File: config.mk
export PLATFORM = sky130hd
export DESIGN_NAME = bist_seq_controller
export DESIGN_NICKNAME = d
export VERILOG_FILES = /design/src/rtl/bist_seq_controller_pkg.sv /design/src/rtl/bist_start_edge.sv /design/src/rtl/bist_seq_controller.sv
export SDC_FILE = /design/constraint.sdc
export NUM_CORES = 1
export LEC_CHECK = 0
export ABC_AREA = 1
export BUFFER_PORTS_ARGS = -buffer_cell sky130_fd_sc_hd__buf_2
export CORE_ASPECT_RATIO = 0.6
export CORE_UTILIZATION = 51
export DETAILED_ROUTE_END_ITERATION = 7
export GPL_TIMING_DRIVEN = 0
export PLACE_DENSITY = 0.8
export SLEW_MARGIN = 20
export SYNTH_ARGS = -nofsm -noshare
export SYNTH_HDL_FRONTEND = slang
export SYNTH_SLANG_ARGS = --single-unit
File: constraint.sdc
create_clock -name clk -period 1.6 [get_ports clk]
set_input_delay 0.24 -clock clk [delete_from_list [all_inputs] [get_ports clk]]
set_output_delay 0.24 -clock clk [all_outputs]
set_load 0.01 [all_outputs]
File: src/rtl/bist_seq_controller_pkg.sv
// Shared BIST sequencer definitions: state encoding and default session sizing,
// also used by the pattern generator and MISR blocks.
package bist_seq_controller_pkg;

    typedef enum logic [2:0] {
        ST_IDLE    = 3'd0,
        ST_INIT    = 3'd1,
        ST_RUNNING = 3'd2,
        ST_COMPARE = 3'd3,
        ST_FINISH  = 3'd4,
        ST_DONE    = 3'd5
    } bist_state_e;

    localparam int unsigned BIST_NCLOCK_DEF  = 650;
    localparam int unsigned BIST_NROUNDS_DEF = 1;

endpackage

File: src/rtl/bist_start_edge.sv
// Start-request edge detector. The history register resets to 1 so a start
// held high across reset release is not mistaken for a new request.
module bist_start_edge (
    input  logic clk,
    input  logic reset_n,
    input  logic start,
    output logic start_rise
);

    logic start_q;

    always_ff @(posedge clk or negedge reset_n) begin
        if (!reset_n) begin
            start_q <= 1'b1;
        end else begin
            start_q <= start;
        end
    end

    assign start_rise = start & ~start_q;

endmodule

File: src/rtl/bist_seq_controller.sv
// Multi-round BIST sequencer: NROUNDS rounds of NCLOCK stimulus cycles, signature
// check per round, latched pass/abort result. Optional COMPARE timeout: BIST_CMP_TIMEOUT_EN.
module bist_seq_controller
    import bist_seq_controller_pkg::*;
#(
    parameter int unsigned NCLOCK      = BIST_NCLOCK_DEF,
    parameter int unsigned NROUNDS     = BIST_NROUNDS_DEF,
    parameter int unsigned SIG_W       = 16,
    parameter int unsigned CMP_TIMEOUT = 16
) (
    input  logic                             clk,
    input  logic                             reset_n,
    input  logic                             start,
    input  logic                             abort,
    input  logic [SIG_W-1:0]                 sig_in,
    input  logic                             sig_valid,
    input  logic [SIG_W-1:0]                 golden_sig,
    output logic                             init,
    output logic                             running,
    output logic                             toggle,
    output logic [$clog2(NROUNDS+1)-1:0]     round_idx,
    output logic                             finish,
    output logic                             bist_end,
    output logic                             pass,
    output logic                             aborted
);

    localparam int unsigned CNT_W = $clog2(NCLOCK);
    localparam int unsigned RND_W = $clog2(NROUNDS + 1);
    localparam logic [CNT_W-1:0] CNT_LAST = CNT_W'(NCLOCK - 1);
    localparam logic [RND_W-1:0] RND_LAST = RND_W'(NROUNDS - 1);

    bist_state_e       state_q, state_d;
    logic [CNT_W-1:0]  cnt_q, cnt_d;
    logic [RND_W-1:0]  round_q, round_d;
    logic              pass_acc_q, pass_acc_d;
    logic              aborted_q, aborted_d;
    logic              pass_q, pass_d;
    logic              bist_end_q, bist_end_d;
    logic              start_rise;
    logic              cmp_timeout;

    bist_start_edge u_start_edge (
        .clk        (clk),
        .reset_n    (reset_n),
        .start      (start),
        .start_rise (start_rise)
    );

`ifdef BIST_CMP_TIMEOUT_EN
    localparam int unsigned TMO_W = $clog2(CMP_TIMEOUT + 1);
    localparam logic [TMO_W-1:0] TMO_LAST = TMO_W'(CMP_TIMEOUT - 1);

    logic [TMO_W-1:0] tmo_q, tmo_d;

    // Counts cycles spent in the current COMPARE; cleared whenever COMPARE is left.
    always_comb begin
        tmo_d = '0;
        if (state_q == ST_COMPARE && state_d == ST_COMPARE) begin
            tmo_d = tmo_q + 1'b1;
        end
    end

    always_ff @(posedge clk or negedge reset_n) begin
        if (!reset_n) begin
            tmo_q <= '0;
        end else begin
            tmo_q <= tmo_d;
        end
    end

    assign cmp_timeout = (tmo_q == TMO_LAST);
`else
    assign cmp_timeout = 1'b0;
`endif

    always_comb begin
        state_d    = state_q;
        cnt_d      = cnt_q;
        round_d    = round_q;
        pass_acc_d = pass_acc_q;
        aborted_d  = aborted_q;
        pass_d     = pass_q;
        bist_end_d = bist_end_q;

        case (state_q)
            ST_IDLE, ST_DONE: begin
                if (start_rise) begin
                    state_d    = ST_INIT;
                    pass_acc_d = 1'b1;
                    aborted_d  = 1'b0;
                    round_d    = '0;
                    bist_end_d = 1'b0;
                    pass_d     = 1'b0;
                end
            end
            ST_INIT: begin
                cnt_d = '0;
                if (abort) begin
                    state_d   = ST_FINISH;
                    aborted_d = 1'b1;
                end else begin
                    state_d = ST_RUNNING;
                end
            end
            ST_RUNNING: begin
                if (abort) begin
                    state_d   = ST_FINISH;
                    aborted_d = 1'b1;
                end else if (cnt_q == CNT_LAST) begin
                    state_d = ST_COMPARE;
                end else begin
                    cnt_d = cnt_q + 1'b1;
                end
            end
            ST_COMPARE: begin
                if (abort) begin
                    state_d   = ST_FINISH;
                    aborted_d = 1'b1;
                end else if (sig_valid || cmp_timeout) begin
                    // A timeout carries sig_valid=0 and therefore counts as a mismatch.
                    pass_acc_d = pass_acc_q & sig_valid & (sig_in == golden_sig);
                    if (round_q == RND_LAST) begin
                        state_d = ST_FINISH;
                    end else begin
                        round_d = round_q + 1'b1;
                        state_d = ST_INIT;
                    end
                end
            end
            ST_FINISH: begin
                pass_d     = pass_acc_q & ~aborted_q;
                bist_end_d = 1'b1;
                state_d    = ST_DONE;
            end
            default: begin
                state_d = ST_IDLE;
            end
        endcase
    end

    always_ff @(posedge clk or negedge reset_n) begin
        if (!reset_n) begin
            state_q    <= ST_IDLE;
            cnt_q      <= '0;
            round_q    <= '0;
            pass_acc_q <= 1'b0;
            aborted_q  <= 1'b0;
            pass_q     <= 1'b0;
            bist_end_q <= 1'b0;
        end else begin
            state_q    <= state_d;
            cnt_q      <= cnt_d;
            round_q    <= round_d;
            pass_acc_q <= pass_acc_d;
            aborted_q  <= aborted_d;
            pass_q     <= pass_d;
            bist_end_q <= bist_end_d;
        end
    end

    assign init      = (state_q == ST_INIT);
    assign running   = (state_q == ST_RUNNING);
    assign toggle    = running & ~cnt_q[0];
    assign finish    = (state_q == ST_FINISH);
    assign round_idx = round_q;
    assign bist_end  = bist_end_q;
    assign pass      = pass_q;
    assign aborted   = aborted_q;

endmodule

==> flow_summary.toml, run 1 <==
[status]
status = "completed"

[global_routing]
grt-ovfl-total = 0
grt_max_degree = 19
grt_pass1_wl_um = 5570
antenna_found_initial = 0
track_usage_pct = 23.3
grt_pass1_vias = 1312

[sta]
slew_viol_final = 0
skew_ns = 0.00475
finalSetupViolCount = 0
tns_ns = 0
timing_hold_violations_final = 0
period_share_pct = 94.1
rsz0062_at_grt = "false"
timing.fmax_mhz = 664
period_minus_slack_ns = 1.51

[yosys]
yosysTopAreaCellShare_pct = 29.9
synthArstFlopShare_pct = 100
synth_largest_area_cell = "dfrtp_1"
synth_area_um2 = 1430
synth.top_cells.by_count = "nand2_1 (68), inv_1 (39), nand3_1 (26)"
yosysMostFrequentCell = "nand2_1"
ys_seq_area_share_pct = 31.7
syn_nets = 260
synth_seq_cells = 18
syn_area_per_cell_um2 = 6.45
yosysWarnings = 0
synth_edf_count = 0
synth.distinct_cells = 26
netlist_instances = 221
synthFlopType = "dfrtp_1"
synthTopCellsByArea = "dfrtp_1 (30%), nand2_1 (18%), inv_1 (10%)"

[clock_network]
clock_latency_ns = 0.26
cts_tree = "built"
clock-sinks = 18
htree_levels = 1
path_clk_slew_ns = 0.07
clockRootBuffer = "clkbuf_8"
numCtsBuffers = 3
clockBufferDepth = 2

[worst_setup_path]
path_buf_inv = 3
critPathKind = "reg -> out"
end_kind = "output pin"
critPathSlowestCell = "dfrtp_1"
r2r_cells = 8
critPathMaxStageDelay_ns = 0.43
start_kind = "flop"
crit_path_cell_trace = "inv_1, nand2_4, clkinv_2, buf_2"
path_max_fanout = 8
path_delay_family = "buffers and inverters"
cp.required_ns = 1.36
reg2reg_to = "state_q[0]$_DFFE_PN0P_"
critical_path_arrival_ns = 1.27
r2r_slack_ns = 0.12
crit-reg2reg-launch = "cnt_q[1]$_DFFE_PN0P_"

[floorplan]
coreArea_um2 = 2570
initial_core_util_pct = 55.3
die_h_um = 42.9
die_w_um = 70.2
row_count = 14
dieArea_um2 = 3020
num_io_pins = 45

[placed_design]
gp_congestion = 0.855
io_buffers = 43
dp_hpwl_um = 2640
dp.cells = 296

[finish]
area_growth_pct = 23.4
antennaDiodeCount = 0
nets = 309
finalNonFillerCells = 301
layout-drive-gt1-share_pct = 26.4

[power]
power.density_nw_per_um2 = 1140
switchingPower_uw = 882
leakage_nw = 1.05
total_power_mw = 2.01
clkPwrFrac_pct = 18.6
peakVddDrop_mv = 0.618
sw_frac_of_total_pct = 43.8
pwr-share-comb_pct = 49.1
power_frac_seq_pct = 32.3
cell_internal_pwr_mw = 1.13

[detailed_routing]
drcViolationCount = 0
viasPerCell = 4.82
num_vias = 1451
detail-route-antenna-nets = 0
wl_per_cell_um = 10.5
first_pass_iters = 4
drt-total-wl_um = 3150
drt_iter0_markers = 112

[run]
drv_cap = 0

[hold_path]
min_path_cells = 1
hold_path_end = "u_start_edge.start_q$_DFF_PN1_"
worstHoldStart = "start"
hold_class = "in -> reg"
[state kept, by name, indices dropped and copies added (netlist names)]
signal / cells
aborted: 1
cnt_q: 10
bist_end: 1
state_q: 3
pass_acc_q: 1
u_start_edge.start_q: 1
pass: 1
[repair_timing]
action / 4_1_cts / 5_1_grt
pin swaps: 0 / 1
resized for setup: 1 / 5
hold buffers: 1 / 0
hold endpoints to repair: 17 / 0
setup endpoints to repair: 1 / 10
buffers inserted: 0 / 0
[power by group through the flow]
stage               sequential [mW]  clock [mW]  combinational [mW]
floorplan                     0.649           0               0.669
global placement              0.650           0               0.954
detailed placement            0.653           0               0.963
CTS                           0.644       0.385               0.972
global route                  0.660       0.397                1.10
finish                        0.649       0.374               0.988
[cell usage in the layout, fill, tap and decap left out, types with 2 or more instances in the layout]
cell type	netlist	layout
inv_2	2	3
nor3_1	2	2
buf_2	0	43
nand4_1	6	6
nor2_4	2	2
a21oi_1	3	2
xor2_1	5	5
dfrtp_1	17	16
inv_1	39	38
nand3_1	26	25
xnor2_1	3	3
nand2_4	2	2
o21ai_2	4	4
clkbuf_8	0	4
o21ai_0	4	4
nor2_1	23	23
nand2_1	68	68
or2_2	3	3
o211ai_1	2	2
[per-layer routing]
layer / up-vias / global-route usage, % / routed length, µm
met5: - / 0 / 0
met4: 0 / 2.40 / 14
met3: 3 / 4.99 / 183
met2: 48 / 36.0 / 1260
met1: 623 / 34.4 / 1690
li1: 777 / - / -
[worst max-delay path by stage]
stage	from	endpoint	slack, ns	cells after the start
detailed placement	cnt_q[1]$_DFFE_PN0P_	state_q[0]$_DFFE_PN0P_	0.06	8
floorplan	cnt_q[1]$_DFFE_PN0P_	cnt_q[7]$_DFFE_PN0P_	0.26	8
global placement	cnt_q[1]$_DFFE_PN0P_	state_q[0]$_DFFE_PN0P_	0.1	8
CTS	cnt_q[1]$_DFFE_PN0P_	state_q[0]$_DFFE_PN0P_	0.05	8
global route	cnt_q[1]$_DFFE_PN0P_	state_q[0]$_DFFE_PN0P_	0.0005	8
finish	state_q[0]$_DFFE_PN0P_	running	0.09	4
[cells by family (layout without fill, tap and decap cells)]
kind of cell,count (synthesis),after routing,share of synthesized area [%]
XOR/XNOR,8,8,4.92
AND/OR/NAND/NOR,133,133,41.4
AO/OA/AOI/OAI,14,14,6.58
other,1,1,0.263
buffers and inverters,45,93,13.4
adder cells (fa/ha/maj),2,2,1.76
flip-flops,18,18,31.7
[area by class of cell]
class / count / area (µm²)
Tap cell: 32 / 40.0
Inverter: 42 / 159
Multi-Input combinational cell: 158 / 793
Fill cell: 236 / 816
Sequential cell: 18 / 453
Timing Repair Buffer: 44 / 225
Buffer: 3 / 33.8
Clock buffer: 4 / 55.1
[through the flow]
| step | cell area (µm²) | utilization (%) | hold WS [ns] | worst slack [ns] |
|---|---|---|---|---|
| floorplan | 1430 | - | -0.0556 | 0.256 |
| global placement | 1680 | 65.3 | 0.188 | 0.0981 |
| detailed placement | 1680 | 65.3 | 0.193 | 0.0648 |
| CTS | 1750 | 67.8 | 0.0823 | 0.0523 |
| global route | 1760 | 68.3 | 0.0873 | 0.000495 |
| finish | 1760 | 68.3 | 0.0847 | 0.0949 |
[worst register-to-register path, cell delays in order, from the launching register on]
cell and delay [ns]:
dfrtp_1 0.41, inv_2 0.10, ha_2 0.18, nand3_1 0.08
o21ai_2 0.20, buf_6 0.17, nand2_1 0.10, nand2_1 0.08
nand2_1 0.05
Power figures use the tool's default switching activity.
==> inputs of run 2 (changes only) <==
--- a/config.mk
+++ b/config.mk
@@ -10,2 +10,3 @@
 export CORE_ASPECT_RATIO = 0.6
+export CORE_MARGIN = 4
 export CORE_UTILIZATION = 51
@@ -13,2 +14,3 @@
 export GPL_TIMING_DRIVEN = 0
+export MAX_ROUTING_LAYER = met4
 export PLACE_DENSITY = 0.8
--- a/constraint.sdc
+++ b/constraint.sdc
@@ -3,2 +3,2 @@
 set_output_delay 0.24 -clock clk [all_outputs]
-set_load 0.01 [all_outputs]
+set_load 0.1 [all_outputs]
==> run 2 against run 1 <==
Net effect:
- the run now ends with negative setup slack left
- cell area is 7.7% higher
- combinational power is 83% higher
- via count rose by 4.3%
- power grew 42%
- sequential power grew 3.2%
- maximum frequency shrank 6.1%
- register-to-register slack got worse by 0.06 ns
==> flow_summary.toml, run 2 (same netlist as run 1, synthesis figures left out) <==
[finish]
area_growth_pct = 32.9
fin_area_um2 = 1890
nets = 315
antennaDiodeCount = 0
final_common_cell = "nand2_1"
max_flop_register = "cnt_q"
largest_reg_flops = 10
most-common-layout-cells = "nand2_1 (67), buf_2 (39), inv_1 (37)"
reg.largest.list = "cnt_q x10, state_q x3"
layout-drive-gt1-share_pct = 29.5

[clock_network]
numCtsBuffers = 3
path_clk_slew_ns = 0.07
clock-sinks = 18
clockRootBuffer = "clkbuf_8"
clockBufferDepth = 2
htree_levels = 1
clock_latency_ns = 0.26
cts_tree = "built"

[floorplan]
num_io_pins = 45
coreArea_um2 = 2590
row_count = 14
initial_core_util_pct = 55.0
dieArea_um2 = 3730
die_h_um = 48.9
die_w_um = 76.2

[power]
leakage_nw = 1.08
peakVddDrop_mv = 1.24
power.density_nw_per_um2 = 1510

[placed_design]
dpl-instance-area_um2 = 1700
gp_congestion = 0.885
dp_hpwl_um = 2780
io_buffers = 43

[sta]
rsz0062_at_grt = "true"
finalSetupViolCount = 1
hold_slack_ns = 0.0873
slew_viol_final = 0
period_minus_slack_ns = 1.60
period_share_pct = 100
timing_hold_violations_final = 0
timing.fmax_mhz = 624
skew_ns = 0.00167
layout_setup_ws_ns = -0.00216

[worst_setup_path]
critPathMaxStageDelay_ns = 0.39
reg2reg_to = "state_q[0]$_DFFE_PN0P_"
crit_path_cell_trace = "inv_2, nor2_4, nand2_4, nor2_4, buf_12"
path_max_fanout = 5
r2r_slack_ns = 0.06
r2r_cells = 10
crit-reg2reg-launch = "state_q[1]$_DFFE_PN0P_"
critical_path_arrival_ns = 1.36
critPathKind = "reg -> out"
path_buf_inv = 2
critPathSlowestCell = "dfrtp_1"
worstSetupEndpoint = "toggle"
start_kind = "flop"
end_kind = "output pin"
worst-path-stages = 5
setup.worst_path.start = "state_q[1]$_DFFE_PN0P_"
path_delay_family = "simple AND/OR/NAND/NOR gates"
crit_path_frequent_cell = "nor2_4"
cp.required_ns = 1.36

[detailed_routing]
drt_iter0_markers = 115
viasPerCell = 4.93
num_vias = 1514
wl_per_cell_um = 12.0
drt-total-wl_um = 3680
first_pass_iters = 4
detail-route-antenna-nets = 0
drcViolationCount = 0

[global_routing]
antenna_found_initial = 0
grt_max_degree = 19
grt-ovfl-total = 0
grt_pass1_wl_um = 5980
grt_pass1_vias = 1291
track_usage_pct = 20.4

[hold_path]
hold_class = "in -> reg"

[status]
violations = "negative setup slack"
status = "finished, violations left"

[run]
drv_cap = 0
[run 2: cell count changes in the layout (fill, tap and decap cells not counted), sizes merged]
cell      change
clkinv        -1
clkinvlp      +1
buf           +6
[run 2: timing repair]
action	4_1_cts	5_1_grt
hold buffers	1	0
pin swaps	1	4
hold endpoints to repair	17	0
resized for setup	17	8
setup endpoints to repair	4	12
setup buffers	1	6
[run 2: through the flow]
stage	util, %	setup slack (ns)	TNS [ns]	total power, mW	cells
finish	73.1	-0.00216	-0.00216	2.86	307
floorplan	-	-0.0956	-0.761	1.85	221
global placement	65.6	-0.00374	-0.00374	2.15	296
CTS	70.6	0.0104	0	2.70	302
global route	73.1	-0.0462	-0.0685	3.03	307
detailed placement	65.6	-0.00804	-0.00804	2.17	296
[run 2: area by class of cell]
cell class | instances | area [µm²]
multi-input cells | 158 | 806
fillers | 215 | 698
flip-flops and latches | 18 | 455
repair buffers | 51 | 350
inverters | 42 | 169
clock buffers | 4 | 55.1
well taps | 32 | 40.0
plain buffers | 2 | 18.8
[run 2: routing by layer]
metal / global-route usage (%) / share of wire [%] / up-vias
met5: - / 0 / -
met4: 2.71 / 1.4 / 0
met3: 6.46 / 11 / 8
met2: 25.9 / 40 / 66
met1: 31.5 / 47 / 650
li1: - / - / 790
[run 2: how the worst min path moves through the flow]
| stage | depth (start not counted) | startpoint | end | slack (ns) |
|---|---|---|---|---|
| finish | 1 | start | u_start_edge.start_q$_DFF_PN1_ | 0.09 |
| global route | 1 | start | u_start_edge.start_q$_DFF_PN1_ | 0.07 |
| CTS | 1 | start | u_start_edge.start_q$_DFF_PN1_ | 0.08 |
| detailed placement | 1 | reset_n | cnt_q[6]$_DFFE_PN0P_ | 0.20 |
| global placement | 1 | reset_n | cnt_q[6]$_DFFE_PN0P_ | 0.20 |
| floorplan | 0 | reset_n | aborted$_DFFE_PN0P_ | -0.06 |
[run 2: report_power, final]
part	switching, mW	internal, mW	leakage (nW)
logic	1.24	0.575	0.823
clock network	0.156	0.219	0.0288
registers	0.112	0.557	0.227
total	1.50	1.35	1.08
[run 2: worst register-to-register path, stage by stage (launching register included)]
cell and delay [ns]:
dfrtp_1 0.39, inv_2 0.09, nor2_4 0.17, nand2_4 0.12, buf_4 0.16, nor2_4 0.09
o21ai_2 0.09, buf_6 0.15, nand2_1 0.09, nand2_1 0.05, nand2_1 0.07
==> inputs of run 3 (changes only) <==
Settings changed: SKIP_CTS_REPAIR_TIMING from default to 1.
==> run 3 against run 2 <==
Net effect:
- the run now ends clean
- cell count down 0.65%
- core utilization fell by 0.72 points
- wire length decreased by 2.7%
- clock power barely moved
- combinational power down 3%
- sequential power grew 0.9%
- worst hold slack got worse by 0.0013 ns
- count of clock-buffer cells in the layout unchanged
- die area unchanged
- first-iteration DRC count fell by 2.6%
- sequential share of layout area is 0.31 points higher
- non-clock buffer count shrank 2
==> flow_summary.toml, run 3 (same netlist as run 1, synthesis figures left out) <==
[status]
status = "completed"

[sta]
timing_hold_violations_final = 0
period_minus_slack_ns = 1.57
skew_ns = 0.00131
tns_ns = 0
slew_viol_final = 0
timing.fmax_mhz = 636
finalSetupViolCount = 0
period_share_pct = 98.2

[global_routing]
grt_pass1_vias = 1270
grt_pass1_wl_um = 5870
antenna_found_initial = 0
grt_max_degree = 19
grt-ovfl-total = 0
track_usage_pct = 20.0

[detailed_routing]
drcViolationCount = 0
wl_per_cell_um = 11.7
viasPerCell = 4.94
drt-total-wl_um = 3580
detail-route-antenna-nets = 0
drt_iter0_markers = 112
first_pass_iters = 5
num_vias = 1507

[worst_setup_path]
crit-reg2reg-launch = "cnt_q[1]$_DFFE_PN0P_"
path_max_fanout = 8
cp.required_ns = 1.36
end_kind = "output pin"
critical_path_arrival_ns = 1.33
critPathKind = "reg -> out"
start_kind = "flop"
setup.worst_path.start = "state_q[1]$_DFFE_PN0P_"

[finish]
final_util_pct = 72.3
nets = 313
antennaDiodeCount = 0
most-common-layout-cells = "nand2_1 (67), buf_2 (39), inv_1 (37)"
area_growth_pct = 31.6
largest_reg_flops = 10
reg.largest.list = "cnt_q x10, state_q x3"
layout-drive-gt1-share_pct = 29.3
max_flop_register = "cnt_q"
final_common_cell = "nand2_1"

[clock_network]
path_clk_slew_ns = 0.07
cts_tree = "built"
numCtsBuffers = 3
clock_latency_ns = 0.26
clockBufferDepth = 2
htree_levels = 1
clockRootBuffer = "clkbuf_8"
clock-sinks = 18

[power]
leakage_nw = 1.07
peakVddDrop_mv = 1.16
power.density_nw_per_um2 = 1500

[placed_design]
io_buffers = 43
dp_hpwl_um = 2780
gp_congestion = 0.885

[hold_path]
hold_class = "in -> reg"
worstHoldStart = "start"

[floorplan]
die_h_um = 48.9
initial_core_util_pct = 55.0
coreArea_um2 = 2590
num_io_pins = 45
dieArea_um2 = 3730
row_count = 14
die_w_um = 76.2

[run]
drv_cap = 0
run 3: cell types whose count changed in the layout (fill, tap and decap cells not counted):
| cell | before | now |
|---|---|---|
| dfrtp_1 | 14 | 13 |
| buf_8 | 0 | 1 |
| inv_2 | 2 | 1 |
| inv_4 | 1 | 3 |
| inv_6 | 1 | 0 |
| buf_4 | 7 | 5 |
| dfrtp_2 | 3 | 4 |
| buf_12 | 5 | 4 |
run 3: final cells by class:
class,count,area [µm²]
inverters,42,169
repair buffers,48,315
clock buffers,4,55.1
well taps,32,40.0
fillers,227,717
plain buffers,3,33.8
flip-flops and latches,18,457
multi-input cells,158,806
run 3: through the flow:
step           cell area (µm²)  setup slack (ns)  power, mW  hold WS [ns]  std cells
6_report                  1880            0.0282       2.82        0.0861        305
5_1_grt                   1880           -0.0147       2.99        0.0723        305
4_1_cts                   1760            -0.297       2.55       -0.0870        300
3_5_place_dp              1700          -0.00804       2.17         0.195        296
3_3_place_gp              1700          -0.00374       2.15         0.196        296
2_1_floorplan             1450           -0.0956       1.85       -0.0556        221
run 3: report_power, final:
group	switching [mW]	leakage (nW)	internal [mW]
logic	1.21	0.817	0.551
registers	0.117	0.226	0.560
clock network	0.159	0.0288	0.219
total	1.49	1.07	1.33
run 3: layer usage:
metal  vias to the layer above  global-route usage, %  share of wire (%)
met5                         -                      -                  0
met4                         0                   2.71               0.73
met3                         4                   5.72                 10
met2                        63                   25.2                 39
met1                       652                   31.2                 50
li1                        788                      -                  -
run 3: critical path, stage by stage (launching register included):
cell	delay [ns]
dfrtp_2	0.41
inv_4	0.06
nor2_4	0.16
nand2_4	0.12
inv_4	0.13
buf_12	0.18
run 3: path summary, 6_finish.rpt:
kind                                                  endpoint  slack [ns]  depth (start not counted)
worst max-delay path                                   running        0.03                          5
worst min-delay path            u_start_edge.start_q$_DFF_PN1_        0.09                          1
worst max register to register          state_q[0]$_DFFE_PN0P_        0.08                          8
worst min register to register            bist_end$_DFFE_PN0P_        0.51                          2
max in group asynchronous       u_start_edge.start_q$_DFF_PN1_        0.84                          2
min in group asynchronous                 bist_end$_DFFE_PN0P_        0.44                          2
